--- config.mk ---
export PLATFORM = sky130hd
export DESIGN_NAME = mdu_div_ctrl
export DESIGN_NICKNAME = d
export VERILOG_FILES = /design/src/rtl/mdu_div_ctrl.sv
export SDC_FILE = /design/constraint.sdc
export NUM_CORES = 1
export LEC_CHECK = 0
export ABC_AREA = 1
export CAP_MARGIN = 15
export CORE_ASPECT_RATIO = 0.5
export CORE_MARGIN = 4
export CORE_UTILIZATION = 37
export CTS_CLUSTER_SIZE = 12
export DETAILED_ROUTE_END_ITERATION = 16
export PLACE_DENSITY = 0.77
export SLEW_MARGIN = 20
export SYNTH_ARGS = -nofsm -noshare
export SYNTH_HDL_FRONTEND = slang
export SYNTH_SLANG_ARGS = --single-unit
--- constraint.sdc ---
create_clock -name clock -period 1.9 [get_ports clock]
set_input_delay 0.57 -clock clock [delete_from_list [all_inputs] [get_ports clock]]
set_output_delay 0.57 -clock clock [all_outputs]
set_load 0.05 [all_outputs]
--- src/rtl/mdu_div_ctrl.sv ---
// mdu_div_ctrl: sequencing controller between EX and the iterative divider pair.
// Owns HI/LO, launches the divider with a one-cycle start pulse, writes the
// quotient/remainder back on completion and interlocks the pipeline meanwhile.
// Optional feature macro: MDU_DIV0_BYPASS_EN (divide-by-zero resolved in IDLE).
module mdu_div_ctrl #(
   parameter int unsigned WAIT_MAX = 2
) (
   input  logic        clock,
   input  logic        resetn,
   input  logic        issue_en,
   input  logic        op_div,
   input  logic        op_divu,
   input  logic        op_mfhi,
   input  logic        op_mflo,
   input  logic        op_mthi,
   input  logic        op_mtlo,
   input  logic [31:0] rs_val,
   input  logic [31:0] rt_val,
   input  logic        flush,
   input  logic        div_busy,
   input  logic [31:0] div_q,
   input  logic [31:0] div_r,
   output logic [31:0] div_a,
   output logic [31:0] div_b,
   output logic        div_sign,
   output logic        div_start,
   output logic [31:0] hi,
   output logic [31:0] lo,
   output logic [31:0] mf_data,
   output logic        stall,
   output logic        div0_flag
);

   localparam int unsigned CntW = (WAIT_MAX > 1) ? $clog2(WAIT_MAX) : 1;
   localparam logic [CntW-1:0] CntLast = CntW'((WAIT_MAX > 0) ? WAIT_MAX - 1 : 0);

   typedef enum logic [1:0] {
      StIdle,
      StLaunch,
      StWait,
      StRun
   } state_e;

   state_e            state_q, state_d;
   logic [31:0]       hi_q, hi_d;
   logic [31:0]       lo_q, lo_d;
   logic [31:0]       div_a_q, div_a_d;
   logic [31:0]       div_b_q, div_b_d;
   logic              div_sign_q, div_sign_d;
   logic              div_start_q, div_start_d;
   logic              discard_q, discard_d;
   logic [CntW-1:0]   wait_cnt_q, wait_cnt_d;
   logic              div0_flag_d;

   logic is_div;
   logic mdu_op;
   logic accept;

   assign is_div = op_div | op_divu;
   assign mdu_op = is_div | op_mfhi | op_mflo | op_mthi | op_mtlo;

   // Only MDU instructions are held while a division is in flight.
   assign stall   = (state_q != StIdle) & issue_en & mdu_op;
   assign accept  = (state_q == StIdle) & issue_en & is_div & ~flush & ~stall;
   assign mf_data = op_mfhi ? hi_q : lo_q;

   // Next-state, HI/LO update and divider launch decisions.
   always_comb begin
      state_d     = state_q;
      hi_d        = hi_q;
      lo_d        = lo_q;
      div_a_d     = div_a_q;
      div_b_d     = div_b_q;
      div_sign_d  = div_sign_q;
      div_start_d = 1'b0;
      discard_d   = discard_q;
      wait_cnt_d  = wait_cnt_q;
      div0_flag_d = 1'b0;

      case (state_q)
         StIdle: begin
            if (accept) begin
`ifdef MDU_DIV0_BYPASS_EN
               if (rt_val == 32'd0) begin
                  // Resolved locally; the divider is never started.
                  lo_d        = 32'hFFFF_FFFF;
                  hi_d        = rs_val;
                  div0_flag_d = 1'b1;
               end else begin
                  div_a_d     = rs_val;
                  div_b_d     = rt_val;
                  div_sign_d  = op_div;
                  div_start_d = 1'b1;
                  discard_d   = 1'b0;
                  wait_cnt_d  = '0;
                  state_d     = StLaunch;
               end
`else
               div_a_d     = rs_val;
               div_b_d     = rt_val;
               div_sign_d  = op_div;
               div_start_d = 1'b1;
               discard_d   = 1'b0;
               wait_cnt_d  = '0;
               state_d     = StLaunch;
`endif
            end else if (issue_en && !flush && !is_div && op_mthi) begin
               hi_d = rs_val;
            end else if (issue_en && !flush && !is_div && op_mtlo) begin
               lo_d = rs_val;
            end
         end

         StLaunch: begin
            if (flush) discard_d = 1'b1;
            wait_cnt_d = '0;
            state_d    = StWait;
         end

         StWait: begin
            if (flush) discard_d = 1'b1;
            if (div_busy || (wait_cnt_q == CntLast)) begin
               // Never wait forever on a divider that misses the start pulse.
               wait_cnt_d = '0;
               state_d    = StRun;
            end else begin
               wait_cnt_d = wait_cnt_q + CntW'(1);
            end
         end

         StRun: begin
            if (flush) discard_d = 1'b1;
            if (!div_busy) begin
               // A flush landing on the completion cycle also squashes the result.
               if (!discard_q && !flush) begin
                  lo_d = div_q;
                  hi_d = div_r;
               end
               discard_d = 1'b0;
               state_d   = StIdle;
            end
         end

         default: state_d = StIdle;
      endcase
   end

   // State register with synchronous active-high reset.
   always_ff @(posedge clock) begin
      if (resetn) begin
         state_q     <= StIdle;
         hi_q        <= '0;
         lo_q        <= '0;
         div_a_q     <= '0;
         div_b_q     <= '0;
         div_sign_q  <= 1'b0;
         div_start_q <= 1'b0;
         discard_q   <= 1'b0;
         wait_cnt_q  <= '0;
      end else begin
         state_q     <= state_d;
         hi_q        <= hi_d;
         lo_q        <= lo_d;
         div_a_q     <= div_a_d;
         div_b_q     <= div_b_d;
         div_sign_q  <= div_sign_d;
         div_start_q <= div_start_d;
         discard_q   <= discard_d;
         wait_cnt_q  <= wait_cnt_d;
      end
   end

`ifdef MDU_DIV0_BYPASS_EN
   logic div0_flag_q;

   // One-cycle divide-by-zero indication.
   always_ff @(posedge clock) begin
      if (resetn) begin
         div0_flag_q <= 1'b0;
      end else begin
         div0_flag_q <= div0_flag_d;
      end
   end

   assign div0_flag = div0_flag_q;
`else
   logic unused_div0;
   assign unused_div0 = div0_flag_d;
   assign div0_flag   = 1'b0;
`endif

   assign div_a     = div_a_q;
   assign div_b     = div_b_q;
   assign div_sign  = div_sign_q;
   assign div_start = div_start_q;
   assign hi        = hi_q;
   assign lo        = lo_q;

endmodule

# Word-level counts from Yosys, hierarchy flattened
# Index checks and enable logic that the tools add are counted.
[classes]
eq_ne = 11
add_sub_neg = 1
bitwise = 14
n_mux = 23
reduce_logical = 20
[ops]
columns = ["cell", "count"]
rows = [
  ["two-way mux 32 bit", 10],
  ["one-hot mux 32 bit (2 select lines)", 2],
  ["!= test 2 bit (second input constant)", 6],
  ["one-hot mux 2 bit (4 select lines)", 1],
  ["bitwise AND 1 bit", 6],
  ["two-way mux 2 bit", 3],
  ["one-hot mux 1 bit (3 select lines)", 2],
  ["AND reduction 6 bit", 1],
  ["logical AND 1 bit", 5],
  ["two-way mux 1 bit", 5],
  ["OR 1 bit", 5],
  ["AND reduction 5 bit", 1],
  ["equality test 2 bit (second input constant)", 2],
  ["!= test 2 x 1 -> 1 bit (second input constant)", 2],
  ["AND reduction 2 bit", 2],
  ["nonzero test 2 bit", 2],
  ["OR reduction 2 bit", 2],
  ["logical NOT 1 bit", 3],
  ["NOT 1 bit", 3],
  ["AND reduction 3 bit", 1],
  ["nonzero test 3 bit", 1],
  ["equality test 2 x 1 -> 1 bit (second input constant)", 1],
  ["logical NOT 2 bit", 1],
  ["adder 1 bit (second input constant)", 1],
  ["logical OR 1 bit", 1],
]
[totals]
regBits = 134
elab_cells = 78
inputBits = 139
output_inout_bits = 164

# Longest topological paths before layout
[logic_depth]
depth_word = 10
ltp_mapped = 13
mapped_depth_nobuf = 10

# Least setup slack after synthesis
# No wires, ideal clock.
[synth_timing]
kind = "input to output"
start = "input op_mfhi"
end = "output mf_data[10]"
path_stages = 3
path_slack_ns = -0.121
arrival_time_ns = 1.451
path_buffers = 2
required_time_ns = 1.330
path_cell_list = "clkbuf_1 -> buf_2 -> mux2_2"
[synth_via]
elab_chain_len = 1
[synth_lines]
columns = ["element", "line", "text"]
rows = [
  ["start, declared", "13", "input logic op_mfhi,"],
  ["two-way mux 32 bit", "65", "assign mf_data = op_mfhi ? hi_q : lo_q;"],
  ["end, declared", "29", "output logic [31:0] mf_data,"],
]
# Every way passes these cells.

# Worst setup path in the final report
[layout_timing]
start = "input op_mfhi"
end = "output mf_data[27]"
# The elaborated chain is that of the path after synthesis.

==> metrics.txt <==
Layout area overhead 62.56%; Critical Path RT 1330 ps; Seq cells post-synth 134; via count 6994; number of global-route vias before repair 6532; Die W 192.5 um; number of CTS-inserted buffers 17; adder-cell share of the synthesized area 0.005959; Clock Skew 7.844 ps; r2r setup slk 180 ps; CTS H-tree lvls 4; main combinational cell family by area after synthesis simple AND/OR/NAND/NOR gates; DP Wirelength 16790 um; CP max stage delay 300 ps; num rows 33; maximum clock rate 0.5253 GHz; post-synthesis cell area 6299 um2; Final ANT Viol Nets 0; Synth area leaders dfxtp_1, a21oi_1, nand3_1, nand2_1, nor2_1; Gate power share 0.594; cells along the critical path buf_16 > clkbuf_16 > mux2_4 > buf_6; switching power total 0.009374 W; number of antenna violations at the first check in global routing 0; Setup crit end kind primary output; most common cell after layout, fill and taps aside a21oi_1; CTS tree built; first-pass GRT wire length 35330 um; clock insertion delay at the later pin of the skew report 400 ps; Die Y 100.3 um; RSZ-0062 raised after global routing yes; crit path launch type primary input; syn nets 1018; CP bufs+invs 3; outcome finished with violations; Hold Worst Slack 462.2 ps; clock period minus final worst setup slack 1904 ps; post-synthesis mux area share 0.05721; crit-path leading delay family buffers and inverters; Pint 0.009371 W; Port Buffers 301; post-synthesis compound-gate area fraction 0.1327; PwrDens 1831 nW/um2; Clk pwr share 0.169; max_cap viols 0; crit path max-delay cell type mux2_4; largest net degree at the start of global routing 98; leakage power total 4.545 nW; failing checks setup timing; crit path DAT 1330 ps; largest area contributor in the netlist dfxtp_1; Max FO, Critical Path 5; Levels on crit path 4; area share of the largest cell type after synthesis 0.4259; leading cell types in the layout, fill and taps excluded a21oi_1, buf_4, nand2_1; Routability Congestion 0.8856; pre-CTS setup slack -300.6 ps; DRC viols 0; Seq/Total Area, Yosys 0.4259; Antenna diodes 0; sequential share of power 0.237; Via density 4.996; clk sinks 134; Initial Util 0.3814; Worst VDD drop 0.001029 V; Root Buffer clkbuf_16; YS warnings 0; reg2reg path depth 12; Synth Area in XOR/XNOR 0; Post-Synth Simple-Gate Area 0.2926; overall global routing resource usage 0.2299; net count reported at finish 1302; share of layout cells above drive strength 1 0.2583; # setup viols final 2; IO Count 303; synthesized area per cell 7.190 um2; Hold/Removal Path Class reg2reg; Gate Count Post-Synth 876; CTS Buffer Depth 2; critical path class in2out; GR Overflow Total 0; Netlist cell types 22; Post-Route WL 23470 um; CTS hold repair buffers 0; DR pass1 iterations 7; max-slew violations 0; clock slew at reported path FFs 60 ps; Core Box Area 16520 um2; drt wl/cell 16.77 um; Sw Ratio 0.5001; die area 19300 um2; number of DRC markers in iteration 0 580; fillers 1450; fin crit share 1.002; post-route setup slack -3.501 ps; Hold Path Depth 2; Hold Fails Final Rpt 0
per-stage QoR:
step | cells | power [W] | utilization | area (um2) | setup TNS [ps]
global placement | 1357 | 0.01503 | 0.5633 | 9304 | -29710
finish | 1400 | 0.01874 | 0.6199 | 10240 | -3.694
floorplan | 876 | 0.01186 | - | 6431 | 0
CTS | 1395 | 0.01874 | 0.6148 | 10150 | -250.0
detailed placement | 1357 | 0.01515 | 0.5633 | 9304 | -33670
global route | 1400 | 0.01966 | 0.6199 | 10240 | -68.04
path summary, 6_finish.rpt:
| kind | startpoint | endpoint |
|---|---|---|
| setup reg to reg | state_q[1] | hi[0] |
| setup / recovery | op_mfhi | mf_data[27] |
| hold reg to reg | div_a[22] | div_a[22] |
| hold / removal | div_a[22] | div_a[22] |
power groups by stage:
| stage | Sequential, W | Combinational, W | Clock, W |
|---|---|---|---|
| after floorplan | 0.00722 | 0.00465 | 0 |
| after global placement | 0.00446 | 0.0106 | 0 |
| after detailed placement | 0.00451 | 0.0106 | 0 |
| after CTS | 0.00445 | 0.0111 | 0.00324 |
| after global routing | 0.00458 | 0.0117 | 0.00335 |
| final | 0.00445 | 0.0111 | 0.00317 |
final cells by class:
type	count	area, um2	area share
well taps	227	284.0	0.02774
multi-input cells	624	3246	0.3170
clock buffers	17	425.4	0.04155
repair buffers	340	3289	0.3213
inverters	43	163.9	0.01601
flip-flops and latches	134	2688	0.2625
clock inverters	15	142.6	0.01393
registers in the layout, indices dropped and copies added (netlist names):
| name | cells |
|---|---|
| div_b | 32 |
| lo | 32 |
| wait_cnt_q | 1 |
| hi | 32 |
| discard_q | 1 |
| state_q | 2 |
| div_sign | 1 |
| div_start | 1 |
| div_a | 32 |
synthesized netlist by cell type:
library cell / number
a21oi_1: 166
nand2_1: 142
dfxtp_1: 134
nor2_1: 134
nand3_1: 127
inv_1: 39
buf_2: 38
mux2_2: 32
clkbuf_1: 24
nand3_2: 9
buf_1: 5
buf_4: 4
buf_6: 4
inv_2: 4
ha_1: 3
nor2_4: 3
nand2_4: 2
nor2_2: 2
conb_1: 1
nor4_1: 1
o21ai_0: 1
or2_2: 1
timing repair:
action                     CTS  global route
buffers inserted             3             3
gates resized for setup     57            12
pin swaps                    4             4
gates cloned                 3             2
setup endpoints to repair   33            30
per-layer routing:
metal / GRT usage / wire (um)
met4: 0.08708 / 720
met3: 0.04413 / 1408
met2: 0.3697 / 11040
met5: 0 / 0
met1: 0.3085 / 10300
kinds of logic (layout without fill, tap and decap cells):
family,Yosys count,after routing
DFF,134,134
buffers and inverters,118,415
and+or+nand+nor,421,421
other,1,1
adders and majority gates,3,3
muxes,32,32
AOI/OAI and AO/OA,167,167
worst reg2reg max path: stages (launching register included):
cell and delay (ps):
dfxtp_4 350, buf_4 130, ha_4 150, inv_2 60, nor2_1 90, nand2_1 50, nand2_1 90, nand2_4 80
inv_2 110, buf_12 250, nand3_1 120, nand2_1 100, nor2_2 50
No activity file was read; power rests on OpenSTA's default activity.
==> RTL edit 1, RTL diff (same settings) <==
Change the parameter `WAIT_MAX` from 2 to 1.
--- a/src/rtl/mdu_div_ctrl.sv
+++ b/src/rtl/mdu_div_ctrl.sv
@@ -3,7 +3,7 @@
 // quotient/remainder back on completion and interlocks the pipeline meanwhile.
 // Optional feature macro: MDU_DIV0_BYPASS_EN (divide-by-zero resolved in IDLE).
 module mdu_div_ctrl #(
-   parameter int unsigned WAIT_MAX = 2
+   parameter int unsigned WAIT_MAX = 1
 ) (
    input  logic        clock,
    input  logic        resetn,
Check against the original RTL: no difference found for any inputs over 4 cycles, from zero or initial values and one cycle with resetn high; that may be too few to reach the edited logic, so the function may still have changed.
==> RTL edit 1 against the original RTL <==
The run still ends with setup timing left; final area decreased by 2.7%; area after synthesis decreased by 4.0%; worst setup slack got worse by 0.098 ns; count of clock-buffer cells in the layout increased by 9; clock skew increased by 0.0012 ns; total power increased by 2.9%; global-route usage increased by 0.33 points; wire length decreased by 4.7%; sequential cell count unchanged; first-iteration DRC count decreased by 25%; critical path depth increased by 1; non-clock buffer count decreased by 5; largest power group unchanged.
==> RTL edit 1: results (changes against the original RTL) <==
- Met3 Usage GRT: 0.0538 (+0.00966)
- Post-Syn Instances: 835 (-4.7%)
- Reg2reg path depth: 8 (-4)
- Met3 wire len: 1460 um (+3.6%)
- Global-route wire length before repair: 34300 um (-2.9%)
- Antenna violations before repair: 0 (unchanged)
- Post CTS Setup Buffer Count: 0 (-3)
- Largest net degree at the start of global routing: 97 (-1.0%)
- Met2 routed WL: 10900 um (-1.5%)
- Failing checks: setup timing
- Clock buffer depth: 2 (unchanged)
- Share of cells above drive strength 1: 0.250 (-0.00831)
- Hold path cells: 2 (unchanged)
- Hold Path Class: reg2reg
- Worst vdd ir: 0.969 mV (-5.9%)
- Worst Slack Setup Final: -0.101 ns (-0.0978 ns)
- Highest routed metal layer: met4
- Leakage: 4.61 nW (+1.5%)
- Hold endpoint: wait_cnt_q
- Met1 Track Usage GR: 0.288 (-0.0209)
- Pre-antenna DRT Iters: 5 (-2)
- Vias: 6583 (-5.9%)
- Setup Slack @ Placement: -0.545 ns (-0.245 ns)
- Final Skew: 0.00900 ns (+0.00116 ns)
- Final wirelength: 22400 um (-4.7%)
- Routing usage on met2: 0.399 (+0.0292)
- Seq/Total Area, Yosys: 0.443 (+0.0175)
- Finished Layout Cells: 1357 (-3.1%)
- Netlist cell types: 25 (+14%)
- Sw Share: 0.487 (-0.0134)
- Reg-to-Reg End: lo[21]
- Clk slew on worst S/H paths: 0.05 ns
- Synth Net Count: 977 (-4.0%)
- Filler instances: 1386 (-4.4%)
- Overall Global Routing Usage: 0.233 (+0.00328)
- Met1 Routed Length: 9300 um (-9.7%)
- Multiplexer share of the synthesized area: 0.0596 (+0.00235)
- Post-synthesis compound-gate area fraction: 0.139 (+0.00650)
- Final setup violation count: 25 (+23)
- Vias in the first global route: 6334 (-3.0%)
- Max incr delay on CP: 0.30 ns (about the same)
- Slack of the worst reg-to-reg path: 0.25 ns (+0.07 ns)
- Setup_tns: -1.32 ns (-1.31 ns)
- DP HPWL: 16600 um (-1.1%)
- Hold path startpoint: wait_cnt_q
- Adder-Cell Fraction of Synth Area: 0.00620 (+0.000245)
- CP Data Arrival Time: 1.43 ns (+0.10 ns)
- List of most frequent post-synthesis cells: nor2_1 (234), dfxtp_1 (134), a21oi_1 (99)
- Crit path to: mf_data[3]
- Post-synth top flop: dfxtp_1
- Status: finished, violations left
- Detailed router's first-iteration violation count: 435 (-25%)
- Root Buffer: clkbuf_16
- RePlAce Congestion: 0.843 (-4.8%)
- Post-cts repair resize count: 64 (+12%)
- Worst-path maximum fanout: 8 (+3)
- Area contributors post-synth: dfxtp_1 (44%), nor2_1 (15%), a21oi_1 (8.2%), mux2_2 (6.0%), nand3_1 (5.5%)
- Placed insts: 1325 (-2.4%)
==> RTL edit 1: cell types whose count changed after synthesis, moves of 8 or more <==
| cell | delta |
|---|---|
| nand3_1 | -60 |
| nor2_1 | +100 |
| clkbuf_1 | -13 |
| a21oi_1 | -67 |
| nand3_2 | -8 |
| nand2_1 | -68 |
| buf_2 | -14 |
| o21ai_0 | +64 |
==> RTL edit 1: layout make-up <==
cell class              count  share of cell area
clock buffers              26              0.0521
clock inverters             3             0.00653
inverters                  48              0.0182
multi-input cells         590               0.302
flip-flops and latches    134               0.269
well taps                 221              0.0278
repair buffers            335               0.324
==> RTL edit 1: stage by stage <==
stage          hold slack [ns]  power, mW  cell area [um2]
5_1_grt                  0.485       20.3             9960
3_5_place_dp             0.451       15.6             9110
4_1_cts                  0.458       19.3             9920
2_1_floorplan            0.422       12.2             6180
3_3_place_gp             0.430       15.5             9110
6_report                 0.461       19.3             9960
==> RTL edit 2, RTL diff (same settings) <==
Made on the original files. `hi_q` no longer has a reset.
--- a/src/rtl/mdu_div_ctrl.sv
+++ b/src/rtl/mdu_div_ctrl.sv
@@ -149,7 +149,6 @@
    always_ff @(posedge clock) begin
       if (resetn) begin
          state_q     <= StIdle;
-         hi_q        <= '0;
          lo_q        <= '0;
          div_a_q     <= '0;
          div_b_q     <= '0;
@@ -159,7 +158,6 @@
          wait_cnt_q  <= '0;
       end else begin
          state_q     <= state_d;
-         hi_q        <= hi_d;
          lo_q        <= lo_d;
          div_a_q     <= div_a_d;
          div_b_q     <= div_b_d;
@@ -170,6 +168,10 @@
       end
    end
 
+   always_ff @(posedge clock) begin
+      hi_q <= hi_d;
+   end
+
 `ifdef MDU_DIV0_BYPASS_EN
    logic div0_flag_q;
 
Formal check against the unedited RTL: not equivalent (a bounded check fails within 4 cycles, from zero or initial values and one cycle with resetn high).
==> RTL edit 2 against the original RTL <==
The flow still finishes with violations (setup timing); wire length decreased by 12%; final area decreased by 3.7%; worst hold slack improved by 0.019 ns; worst setup slack got worse by 0.022 ns; sequential cell count unchanged; via count decreased by 14%; area after synthesis decreased by 6.7%; total power decreased by 8.0%; critical path depth unchanged; critical endpoint is now mf_data[10]; largest cell class unchanged.
==> RTL edit 2: results (changes against the original RTL) <==
- Status: finished, violations left
- Failing checks: setup timing
- Leakage: 4.35 nW (-4.2%)
- Reg-to-Reg End: wait_cnt_q
- Filler instances: 1256 (-13%)
- Slack of the worst reg-to-reg path: 0.16 ns (-0.02 ns)
- Pre-antenna DRT Iters: 5 (-2)
- Worst Slack Setup Final: -0.0252 ns (-0.0217 ns)
- Antenna diodes: 0 (unchanged)
- Overall Global Routing Usage: 0.217 (-0.0124)
- Final setup violation count: 18 (+16)
- Global-route wire length before repair: 31400 um (-11%)
- Met2 routed WL: 11000 um (-0.27%)
- Area contributors post-synth: dfxtp_1 (35%), edfxtp_1 (16%), nor2_1 (11%), o21ai_0 (8.2%), mux2_2 (6.1%)
- Crit path to: mf_data[10]
- Setup_tns: -0.264 ns (-0.260 ns)
- Largest net degree at the start of global routing: 129 (+32%)
- Nets: 1163 (-11%)
- DP HPWL: 14700 um (-13%)
- Vias: 6009 (-14%)
- Synth Net Count: 868 (-15%)
- Worst vdd ir: 1.12 mV (+9.2%)
- Setup Slack @ Placement: -0.468 ns (-0.168 ns)
- Worst-path maximum fanout: 8 (+3)
- Vias in the first global route: 5713 (-13%)
- Avg Vias per Cell: 4.85 (-2.8%)
- List of most frequent post-synthesis cells: nor2_1 (167), dfxtp_1 (102), o21ai_0 (96)
- Crit path from: op_mfhi
- Share of cells above drive strength 1: 0.276 (+0.0173)
- Met3 wire len: 1260 um (-11%)
- Area growth syn-to-layout: 67.7%
- Sw Share: 0.462 (-0.0381)
- RePlAce Congestion: 0.809 (-8.7%)
- Total CTS buffers: 17 (unchanged)
- Final wirelength: 20700 um (-12%)
- Final Skew: 0.0157 ns (+0.00788 ns)
- Post-Syn Instances: 726 (-17%)
- Detailed router's first-iteration violation count: 386 (-33%)
- Reg2reg path depth: 9 (-3)
- Met1 Routed Length: 8080 um (-22%)
- Seq/Total Area, Yosys: 0.511 (+0.0851)
- DP Area: 0.00891 mm2 (-4.2%)
- Number of flops mapped to enable cells by yosys: 32 (+32)
- Netlist cell types: 26 (+18%)
==> RTL edit 2: cell count changes after synthesis, sizes merged, moves of 8 or more <==
cell and delta:
buf -14, nand3 -98, nand2 -66, dfxtp -32, a21oi -95, o21ai +97
clkbuf -8, edfxtp +32, nor2 +31
==> RTL edit 2: layout make-up <==
class	instances	area share
flip-flops and latches	134	0.305
multi-input cells	494	0.265
clock buffers	23	0.0539
repair buffers	329	0.321
inverters	45	0.0176
clock inverters	9	0.0110
well taps	204	0.0259
==> RTL edit 2: critical path: stages <==
cell,delay (ns)
buf_16,0.13
buf_12,0.16
mux2_4,0.32
buf_6,0.16
==> RTL edit 2: worst min path at each step <==
stage,from,slack (ns),end,cells past startpoint
4_1_cts,wait_cnt_q,0.47,wait_cnt_q,2
6_report,div_b[11],0.48,div_b[11],2
2_1_floorplan,wait_cnt_q,0.44,wait_cnt_q,2
5_1_grt,discard_q,0.50,discard_q,2
3_3_place_gp,wait_cnt_q,0.45,wait_cnt_q,2
3_5_place_dp,wait_cnt_q,0.46,wait_cnt_q,2
==> RTL edit 2: metal layers <==
metal  GRT usage  vias to the layer above
met5           0                        -
met4      0.0532                        0
met3      0.0423                       26
met2       0.397                      196
met1       0.262                     2811
li1            -                     2976
==> RTL edit 2: power groups by stage <==
stage	Sequential, mW	Clock (mW)	Combinational, mW
6_report	4.43	3.50	9.33
3_5_place_dp	4.48	0	8.92
3_3_place_gp	4.44	0	8.81
4_1_cts	4.43	3.53	9.24
2_1_floorplan	6.94	0	3.63
5_1_grt	4.52	3.68	9.81
==> RTL edit 2: kinds of logic after synthesis <==
logic type / share of synthesized area
AO/OA/AOI/OAI: 0.145
adder cells (fa/ha/maj): 0.00639
buffers and inverters: 0.0783
flip-flops: 0.511
multiplexers: 0.0613
other: 0.000638
AND/OR/NAND/NOR: 0.197
==> RTL edit 2: what timing repair did <==
action / CTS / global route
cloned: 2 / 1
pin swaps: 4 / 5
resized for setup: 58 / 14
setup buffers: 2 / 2
endpoints found under the setup margin: 31 / 26
